### config.mk
export PLATFORM = sky130hd
export DESIGN_NAME = bsg_cgol_output_serializer_flat
export DESIGN_NICKNAME = d
export VERILOG_FILES = /design/src/rtl/bsg_cgol_pkg.sv /design/src/rtl/bsg_cgol_output_serializer_if.sv /design/src/rtl/bsg_cgol_oser_shift.sv /design/src/rtl/bsg_cgol_output_serializer.sv /design/src/flat_wrapper.sv
export SDC_FILE = /design/constraint.sdc
export NUM_CORES = 1
export LEC_CHECK = 0
export ABC_AREA = 1
export ABC_CLOCK_PERIOD_IN_PS = 2700
export BUFFER_PORTS_ARGS = -buffer_cell sky130_fd_sc_hd__buf_4
export CORE_MARGIN = 4
export CORE_UTILIZATION = 40
export DETAILED_ROUTE_END_ITERATION = 8
export PLACE_DENSITY_LB_ADDON = 0.15
export REMOVE_ABC_BUFFERS = 1
export SKIP_CTS_REPAIR_TIMING = 1
export SLEW_MARGIN = 10
export SYNTH_ARGS = -nofsm -noshare
export SYNTH_HDL_FRONTEND = slang
export SYNTH_SLANG_ARGS = --single-unit
### constraint.sdc
create_clock -name clk_i -period 2.7 [get_ports clk_i]
set_clock_uncertainty 0.1 [all_clocks]
set_input_delay 0.54 -clock clk_i [delete_from_list [all_inputs] [get_ports clk_i]]
set_output_delay 0.54 -clock clk_i [all_outputs]
set_load 0.005 [all_outputs]
### src/rtl/bsg_cgol_pkg.sv
// Shared types and sizing helpers for the CGoL board I/O blocks.
package bsg_cgol_pkg;

  typedef enum logic [1:0] {
    eIDLE   = 2'd0,
    eSEND   = 2'd1,
    eHEADER = 2'd2
  } oser_state_e;

  // Words needed to carry n bits at w bits per word.
  function automatic int ceil_div(input int n, input int w);
    return (n + w - 1) / w;
  endfunction

  function automatic int safe_clog2(input int x);
    return (x <= 1) ? 1 : $clog2(x);
  endfunction

endpackage

### src/rtl/bsg_cgol_output_serializer_if.sv
// Snapshot handoff (controller side) and narrow word stream (chip I/O side).
// master: the serializer; slave: its environment.
interface bsg_cgol_output_serializer_if #(
  parameter int board_len_p  = 8,
  parameter int word_width_p = 16
) ();
  localparam int n_lp = board_len_p * board_len_p;

  logic [n_lp-1:0]         data_i;
  logic                    v_i;
  logic                    yumi_o;
  logic [word_width_p-1:0] data_o;
  logic                    v_o;
  logic                    ready_i;
  logic                    last_o;

  modport master (
    input  data_i, v_i, ready_i,
    output yumi_o, data_o, v_o, last_o
  );

  modport slave (
    output data_i, v_i, ready_i,
    input  yumi_o, data_o, v_o, last_o
  );
endinterface

### src/rtl/bsg_cgol_oser_shift.sv
// Loadable right-shift register with zero fill; exposes its low word.
// Latency: load/shift take effect on the next clk_i edge.
// Backpressure: none here; the caller only asserts shift_i on a handshake.
module bsg_cgol_oser_shift #(
  parameter int in_width_p   = 64,
  parameter int word_width_p = 16,
  parameter int num_words_p  = 4
) (
  input  logic                    clk_i,
  input  logic                    reset_n_i,
  input  logic                    load_i,
  input  logic                    shift_i,
  input  logic [in_width_p-1:0]   data_i,
  output logic [word_width_p-1:0] data_o
);
  localparam int width_lp = num_words_p * word_width_p;

  logic [width_lp-1:0] buf_r;

  // Zero-extension on load gives the padded final word its zero upper bits.
  always_ff @(posedge clk_i or negedge reset_n_i) begin
    if (!reset_n_i)   buf_r <= '0;
    else if (load_i)  buf_r <= width_lp'(data_i);
    else if (shift_i) buf_r <= buf_r >> word_width_p;
  end

  assign data_o = buf_r[word_width_p-1:0];

endmodule

### src/rtl/bsg_cgol_output_serializer.sv
// Captures a CGoL board snapshot in one cycle and streams it out LSB-first, one word per handshake.
// Latency: first word valid the cycle after yumi_o; then one word per cycle while ready_i is high.
// Backpressure: data_o/v_o/last_o hold while ready_i is low. BSG_CGOL_OSER_HEADER_EN prepends a sequence-number word.
module bsg_cgol_output_serializer
  import bsg_cgol_pkg::*;
#(
  parameter int board_len_p  = 8,
  parameter int word_width_p = 16
) (
  input  logic                           clk_i,
  input  logic                           reset_n_i,
  bsg_cgol_output_serializer_if.master   io
);
  localparam int n_lp         = board_len_p * board_len_p;
  localparam int num_words_lp = ceil_div(n_lp, word_width_p);
  localparam int cnt_width_lp = safe_clog2(num_words_lp + 1);
  localparam logic [cnt_width_lp-1:0] last_cnt_lp = cnt_width_lp'(num_words_lp - 1);

  oser_state_e             state_r, state_n;
  logic [cnt_width_lp-1:0] cnt_r, cnt_n;
  logic                    load, shift;
  logic [word_width_p-1:0] shift_word;
`ifdef BSG_CGOL_OSER_HEADER_EN
  logic [word_width_p-1:0] seq_r, seq_n;
`endif

  bsg_cgol_oser_shift #(
    .in_width_p  (n_lp),
    .word_width_p(word_width_p),
    .num_words_p (num_words_lp)
  ) shift_reg (
    .clk_i    (clk_i),
    .reset_n_i(reset_n_i),
    .load_i   (load),
    .shift_i  (shift),
    .data_i   (io.data_i),
    .data_o   (shift_word)
  );

  always_ff @(posedge clk_i or negedge reset_n_i) begin
    if (!reset_n_i) begin
      state_r <= eIDLE;
      cnt_r   <= '0;
`ifdef BSG_CGOL_OSER_HEADER_EN
      seq_r   <= '0;
`endif
    end else begin
      state_r <= state_n;
      cnt_r   <= cnt_n;
`ifdef BSG_CGOL_OSER_HEADER_EN
      seq_r   <= seq_n;
`endif
    end
  end

  always_comb begin
    state_n   = state_r;
    cnt_n     = cnt_r;
    load      = 1'b0;
    shift     = 1'b0;
    io.yumi_o = 1'b0;
    io.v_o    = 1'b0;
    io.last_o = 1'b0;
    io.data_o = shift_word;
`ifdef BSG_CGOL_OSER_HEADER_EN
    seq_n     = seq_r;
`endif
    case (state_r)
      eIDLE: begin
        // Gated by reset so yumi_o stays low while reset is asserted.
        io.yumi_o = io.v_i & reset_n_i;
        if (io.v_i) begin
          load  = 1'b1;
          cnt_n = '0;
`ifdef BSG_CGOL_OSER_HEADER_EN
          state_n = eHEADER;
`else
          state_n = eSEND;
`endif
        end
      end
      eSEND: begin
        io.v_o    = 1'b1;
        io.last_o = (cnt_r == last_cnt_lp);
        if (io.ready_i) begin
          shift = 1'b1;
          if (cnt_r == last_cnt_lp) begin
            cnt_n   = '0;
            state_n = eIDLE;
          end else begin
            cnt_n = cnt_r + 1'b1;
          end
        end
      end
`ifdef BSG_CGOL_OSER_HEADER_EN
      eHEADER: begin
        io.v_o    = 1'b1;
        io.data_o = seq_r;
        if (io.ready_i) begin
          seq_n   = seq_r + 1'b1;
          state_n = eSEND;
        end
      end
`endif
      default: state_n = eIDLE;
    endcase
  end

endmodule

### src/flat_wrapper.sv
// flat-port wrapper written by rule: the top's interface ports become plain ports
module bsg_cgol_output_serializer_flat import bsg_cgol_pkg::*;
#(
  parameter int board_len_p  = 8,
  parameter int word_width_p = 16
)
  (clk_i, reset_n_i, io_data_i, io_v_i, io_ready_i, io_yumi_o, io_data_o, io_v_o, io_last_o);
  bsg_cgol_output_serializer_if #(.board_len_p(board_len_p), .word_width_p(word_width_p)) io_i ();
  input  logic clk_i;
  input  logic reset_n_i;
  input wire logic [$bits(io_i.data_i)-1:0] io_data_i;
  input wire logic [$bits(io_i.v_i)-1:0] io_v_i;
  input wire logic [$bits(io_i.ready_i)-1:0] io_ready_i;
  output wire logic [$bits(io_i.yumi_o)-1:0] io_yumi_o;
  output wire logic [$bits(io_i.data_o)-1:0] io_data_o;
  output wire logic [$bits(io_i.v_o)-1:0] io_v_o;
  output wire logic [$bits(io_i.last_o)-1:0] io_last_o;
  assign io_i.data_i = io_data_i;
  assign io_i.v_i = io_v_i;
  assign io_i.ready_i = io_ready_i;
  assign io_yumi_o = io_i.yumi_o;
  assign io_data_o = io_i.data_o;
  assign io_v_o = io_i.v_o;
  assign io_last_o = io_i.last_o;
  bsg_cgol_output_serializer #(.board_len_p(board_len_p), .word_width_p(word_width_p)) u_core (.clk_i(clk_i), .reset_n_i(reset_n_i), .io(io_i));
endmodule
==> summary.md, run 1 <==
| Metric | Value |
|---|---|
| Sequential fraction of the synthesis area | 54.14% |
| Routed WL | 6907 um |
| Worst-path cell chain | ha_1, nand2_1, nor2_1, buf_4 |
| GPL Wtd Cong | 0.6877 |
| Type of the worst setup path | flip-flop to primary output |
| Most frequent cells in the layout | 134 x nand2_1, 115 x nand3_1, 91 x buf_4, 68 x dfrtp_1, 10 x clkbuf_8 |
| H-tree Lvls | 3 |
| Rows | 32 |
| Cell area after layout | 0.003919 mm^2 |
| Post-route ant nets | 0 |
| WL/cell | 12.72 um |
| GRT met2 Usage | 24.79% |
| Setup_tns | 0 ns |
| Highest Clock Rate | 524.9 MHz |
| RSZ-0062 raised after global routing | false |
| First-pass GRT wire length | 11560 um |
| Total Routing Usage GR | 14.97% |
| Cell Count, Final, Fillers Out | 543 |
| Comb pwr share | 27.8% |
| Reg2reg start | u_core.state_r[0] |
| CP max stage delay | 0.40 ns |
| Count of cell types in the netlist | 15 |
| Layout Nets | 505 |
| Top Ports | 87 |
| Clock period minus final worst setup slack | 1.905 ns |
| Register bit total from synthesis | 68 |
| Max IR drop VDD | 0.0003863 V |
| R2R Setup Slk | 1.02 ns |
| Adder-Cell Fraction of Synth Area | 0.3981% |
| Final setup fails | 0 |
| CTS tree | built |
| Commonest non-fill, non-tap cell in the layout | nand2_1 |
| Vias in the first global route | 2484 |
| Startpoint Class | flip-flop |
| Cell count after synthesis | 374 |
| Synth Area in Compound Gates | 0.1592% |
| GRT overflow | 0 |
| CP Capture Type | primary output |
| Hold_ws | 0.08205 ns |
| Die ar. | 0.009339 mm^2 |
| Die H | 96.64 um |
| Ys Warns | 0 |
| Ant diodes | 0 |
| Tcrit/Tclk final | 70.56% |
| Simple-Gate Fraction of Synth Area | 36.15% |
| Final Max Tran Viols | 0 |
| Int Power | 2.378 mW |
| Area delta synth->final | 24.68% |
| DR pass1 iterations | 4 |
| Switch Pwr | 1.060 mW |
| DRT iter0 DRCs | 153 |
| Worst r2r dst | u_core.shift_reg.buf_r[32] |
| Max_cap viols | 0 |
| Power density over the cells | 877.3 mW/mm^2 |
| Cell Area, Placed | 0.003701 mm^2 |
| Clock transition at path regs | 0.07 ns |
| Clock sinks | 68 |
| Starting density of the core | 40.89% |
| GR Layer Usage met3 | 5.407% |
| Status | completed |
| Mux share of post-synthesis cell area | 0% |
| Largest family of logic cells by synthesized area | simple AND/OR/NAND/NOR gates |
| Reg2Reg Depth | 6 |
| HP Class | primary input to async pin |
| Most Crowded Layer GR | met2 |
| Max stage delay cell, worst path | dfrtp_1 |
| CP required | 2.06 ns |
| Worst skew pair latency | 0.33 ns |
| Final Hold Violating Endpoints | 0 |
| Sw frac | 30.83% |
| Die W | 96.64 um |
| DR vias | 2603 |
| # placed instances | 527 |
| Dpl ws | 0.9278 ns |
| Xor/xnor share of the synthesized area | 0% |
| P_leak | 2.055 nW |
| Initial antenna violation count | 0 |
| Clock Power Share | 26.4% |
| Clock Tree Buf Depth | 2 |
| Syn Area/Cell | 8.404 um^2 |
| Slew HR | 42.50% |
| Drt via density | 4.794 |
| CTS root buffer | clkbuf_8 |
| Layout cells sized above 1 | 25.17% |
| Slew @ Worst Pin | 0.8612 ns |
| Core ar. | 0.007687 mm^2 |
| Largest net degree at the start of global routing | 68 |
| Post-DP HPWL | 4359 um |
| Seq pwr share | 45.9% |
| Crit path max fanout | 4 |
| Setup ws final | 0.7950 ns |
| Netlist Area Pre-Place | 0.003143 mm^2 |
| Clock buffer count from CTS | 9 |
| Critical path arrival | 1.27 ns |
| Grt met1 use | 18.71% |
| Port Buffers | 86 |
| DRC | 0 |
synthesized netlist by cell type (all sizes together):
| cell type | n | area (um^2) |
|---|---|---|
| nand2 | 136 | 515.5 |
| nand3 | 115 | 575.6 |
| dfrtp | 68 | 1702 |
| buf | 37 | 257.8 |
| nor2 | 6 | 30.03 |
| clkbuf | 4 | 15.01 |
| inv | 4 | 15.02 |
| nand3b | 2 | 15.01 |
| a21oi | 1 | 5.000 |
| ha | 1 | 12.51 |
flip-flops by register name, indices dropped and copies added, names as in the netlist:
name,count
u_core.shift_reg.buf_r,64
u_core.cnt_r,3
u_core.state_r,1
kinds of logic after synthesis:
| kind of cell | count (synthesis) |
|---|---|
| simple gates | 259 |
| flops | 68 |
| buf+inv | 45 |
| compound gates | 1 |
| fa+ha+maj | 1 |
worst max path at each step:
| stage | from | endpoint | slack, ns | depth (start not counted) |
|---|---|---|---|---|
| after detailed placement | io_v_i | u_core.shift_reg.buf_r[32] | 0.93 | 6 |
| after floorplan | io_ready_i | u_core.cnt_r[0] | 0.61 | 4 |
| after global routing | u_core.cnt_r[0] | io_last_o | 0.70 | 4 |
| after CTS | u_core.cnt_r[0] | io_last_o | 0.77 | 4 |
| final | u_core.cnt_r[0] | io_last_o | 0.79 | 4 |
| after global placement | io_v_i | u_core.shift_reg.buf_r[32] | 0.94 | 6 |
per-layer routing:
metal,wire length [um],share of wire (%),vias up
met1,3015,44,1204
met3,421,6.1,2
li1,-,-,1325
met2,3439,50,72
met4,29,0.42,0
met5,0,0,-
worst max-delay path: cells and delay by family, from the launching register on:
kind                     cells  cell delay [ns]
flip-flops                   1             0.40
AND/OR/NAND/NOR              2             0.20
adder cells (fa/ha/maj)      1             0.22
buffers and inverters        1             0.13
area by class of cell:
type	instances	area, um^2
Sequential cell	68	1702
Inverter	4	15.01
Tap cell	102	127.6
Multi-Input combinational cell	261	1154
Clock buffer	12	145.1
Timing Repair Buffer	92	703.2
Fill cell	799	3769
Clock inverter	4	72.57
power groups by stage:
stage / clock network [mW] / registers, mW / logic (mW)
after floorplan: 0 / 1.57 / 0.524
after global placement: 0 / 1.59 / 0.955
after detailed placement: 0 / 1.60 / 0.978
after CTS: 0.937 / 1.58 / 0.980
after global routing: 0.986 / 1.63 / 1.09
final: 0.906 / 1.58 / 0.955
stage by stage:
step / total power, mW / utilization, %
2_1_floorplan: 2.095 / -
3_3_place_gp: 2.543 / 48.14
3_5_place_dp: 2.582 / 48.14
4_1_cts: 3.500 / 50.98
5_1_grt: 3.705 / 50.98
6_report: 3.438 / 50.98
(Power assumes the default switching activity.)
==> inputs of run 2 (changes only) <==
ABC_CLOCK_PERIOD_IN_PS = 1800   (was 2700)
clock period = 1.8 ns   (was 2.7 ns; I/O delays follow)
==> summary.md, run 2 (synthesis gave the netlist of run 1 again) <==
| Metric | Value |
|---|---|
| Status | completed (unchanged) |
| Sw frac | 32.31% (was 30.83%) |
| Comb pwr share | 30.3% (was 27.8%) |
| Port Buffers | 86 (unchanged) |
| Post-route ant nets | 0 (unchanged) |
| H-tree Lvls | 3 (unchanged) |
| Routed WL | 7163 um (was 6907 um) |
| Total Routing Usage GR | 15.18% (was 14.97%) |
| Max FFs per register | 64 (unchanged) |
| First-pass GRT wire length | 11630 um (was 11560 um) |
| Tcrit/Tclk final | 96.79% |
| Clock Tree Buf Depth | 2 (unchanged) |
| Rows | 32 (unchanged) |
| Slew @ Worst Pin | 0.8748 ns (was 0.8612 ns) |
| Int Power | 3.353 mW (was 2.378 mW) |
| Clock sinks | 68 (unchanged) |
| Fill count | 820 (was 799) |
| Final Hold Violating Endpoints | 0 (unchanged) |
| Commonest non-fill, non-tap cell in the layout | nand2_1 (unchanged) |
| Area delta synth->final | 24.64% (was 24.68%) |
| Power density over the cells | 1264 mW/mm^2 (was 877.3 mW/mm^2) |
| Die ar. | 0.009339 mm^2 (unchanged) |
| CP max stage delay | 0.53 ns (was 0.40 ns) |
| Layout cells sized above 1 | 24.94% (was 25.17%) |
| GPL Wtd Cong | 0.6849 (was 0.6877) |
| CP Capture Type | primary output (unchanged) |
| DRT iter0 DRCs | 118 (was 153) |
| Layout Nets | 506 (was 505) |
| Slew HR | 41.59% (was 42.50%) |
| Seq pwr share | 47.5% (was 45.9%) |
| Largest net degree at the start of global routing | 69 (was 68) |
| Crit path max fanout | 2 (was 4) |
| Top Ports | 87 (unchanged) |
| Highest Clock Rate | 574.0 MHz |
| Setup ws final | 0.05782 ns (was 0.7950 ns) |
| GRT overflow | 0 (unchanged) |
| Worst skew pair latency | 0.33 ns (about the same) |
| DRC | 0 (unchanged) |
| Biggest register | u_core.shift_reg.buf_r (unchanged) |
| Most used cell, CP | buf_4 |
| Clock Power Share | 22.2% (was 26.4%) |
| Max_cap viols | 0 (unchanged) |
| Ant diodes | 0 (unchanged) |
| Type of the worst setup path | primary input to primary output (was flip-flop to primary output) |
| WL/cell | 13.19 um (was 12.72 um) |
| Max IR drop VDD | 0.0004777 V (was 0.0003863 V) |
| HP Class | primary input to flip-flop (was primary input to async pin) |
| Initial antenna violation count | 0 (unchanged) |
| Startpoint Class | primary input (was flip-flop) |
| Final setup fails | 0 (unchanged) |
| Core ar. | 0.007687 mm^2 (unchanged) |
| Worst path bufs/invs | 3 (was 1) |
| Largest registers | u_core.shift_reg.buf_r: 64 flops, u_core.cnt_r: 3 flops, u_core.state_r: 1 flops (unchanged) |
| Clock buffer count from CTS | 9 (unchanged) |
| Clock period minus final worst setup slack | 1.742 ns |
| Starting density of the core | 40.89% (unchanged) |
| CTS tree | built (unchanged) |
| Die W | 96.64 um (unchanged) |
| Drt via density | 4.831 (was 4.794) |
| Die H | 96.64 um (unchanged) |
| P_leak | 2.054 nW (was 2.055 nW) |
| DR vias | 2623 (was 2603) |
| Vias in the first global route | 2558 (was 2484) |
| Clock transition at path regs | 0.07 ns (about the same) |
| Most frequent cells in the layout | 134 x nand2_1, 115 x nand3_1, 88 x buf_4, 68 x dfrtp_1, 11 x clkbuf_8 (was 134 x nand2_1, 115 x nand3_1, 91 x buf_4, 68 x dfrtp_1, 10 x clkbuf_8) |
| Critical path arrival | 1.28 ns (was 1.27 ns) |
| Worst-path cell chain | dlygate4sd3_1, buf_4, nand2_1, nor2_1, buf_4 (was ha_1, nand2_1, nor2_1, buf_4) |
| RSZ-0062 raised after global routing | false (unchanged) |
| Final Max Tran Viols | 0 (unchanged) |
| Switch Pwr | 1.600 mW (was 1.060 mW) |
| Crit path max-delay family | buffers and inverters (was flip-flops) |
| DR pass1 iterations | 5 (was 4) |
| Total power | 4.953 mW (was 3.438 mW) |
| Dpl ws | 0.1658 ns (was 0.9278 ns) |
| CP required | 1.34 ns (was 2.06 ns) |
| CTS root buffer | clkbuf_8 (unchanged) |
| Max stage delay cell, worst path | dlygate4sd3_1 (was dfrtp_1) |
| Post-DP HPWL | 4312 um (was 4359 um) |
[run 2: changes by cell type in the layout (fill, tap and decap cells not counted), sizes merged]
cell,before,now
bufinv,2,0
clkinv,1,2
dlygate4sd3,0,1
clkbuf,12,13
clkinvlp,1,0
[run 2: final timing paths]
check / start / end / slack [ns] / cells after the start
max in group asynchronous: reset_n_i / u_core.shift_reg.buf_r[57] / 0.79 / 3
worst min register to register: u_core.shift_reg.buf_r[57] / u_core.shift_reg.buf_r[41] / 0.39 / 2
worst max-delay path: reset_n_i / io_yumi_o / 0.06 / 5
min in group asynchronous: reset_n_i / u_core.shift_reg.buf_r[10] / 0.52 / 3
worst min-delay path: io_data_i[55] / u_core.shift_reg.buf_r[55] / 0.12 / 3
worst max register to register: u_core.state_r[0] / u_core.shift_reg.buf_r[45] / 0.26 / 4
[run 2: through the flow]
stage	util (%)	hold WS, ns	instances	setup TNS [ns]	area [um^2]
2_1_floorplan	-	-0.03559	333	-12.22	2870
3_3_place_gp	48.63	0.3541	527	0	3739
3_5_place_dp	48.63	0.3499	527	0	3739
4_1_cts	50.83	-0.02160	542	0	3908
5_1_grt	50.96	0.1148	543	0	3918
6_report	50.96	0.1247	543	0	3918
[run 2: per-layer routing]
layer	GRT usage [%]	wire length, um
met3	3.461	379
met2	26.33	3547
met1	18.02	3187
met5	0	0
met4	6.479	49
[run 2: area by class of cell]
class | instances | area, um^2 | area share (%)
Clock buffer | 13 | 158.9 | 4.056
Clock inverter | 2 | 10.01 | 0.2555
Inverter | 4 | 15.01 | 0.3833
Multi-Input combinational cell | 261 | 1154 | 29.45
Sequential cell | 68 | 1702 | 43.44
Tap cell | 102 | 127.6 | 3.258
Timing Repair Buffer | 93 | 750.7 | 19.16
[run 2: power by group through the flow]
stage | registers, mW | logic [mW] | clock network [mW]
final | 2.35 | 1.50 | 1.10
after global routing | 2.42 | 1.70 | 1.19
after CTS | 2.36 | 1.54 | 1.14
after detailed placement | 2.39 | 1.53 | 0
after global placement | 2.37 | 1.49 | 0
after floorplan | 2.36 | 0.786 | 0
[run 2: worst register-to-register path, delay by kind of cell (launching register included)]
kind	cells	cell delay (ns)
simple gates	3	0.37
flops	1	0.36
buf+inv	1	0.64
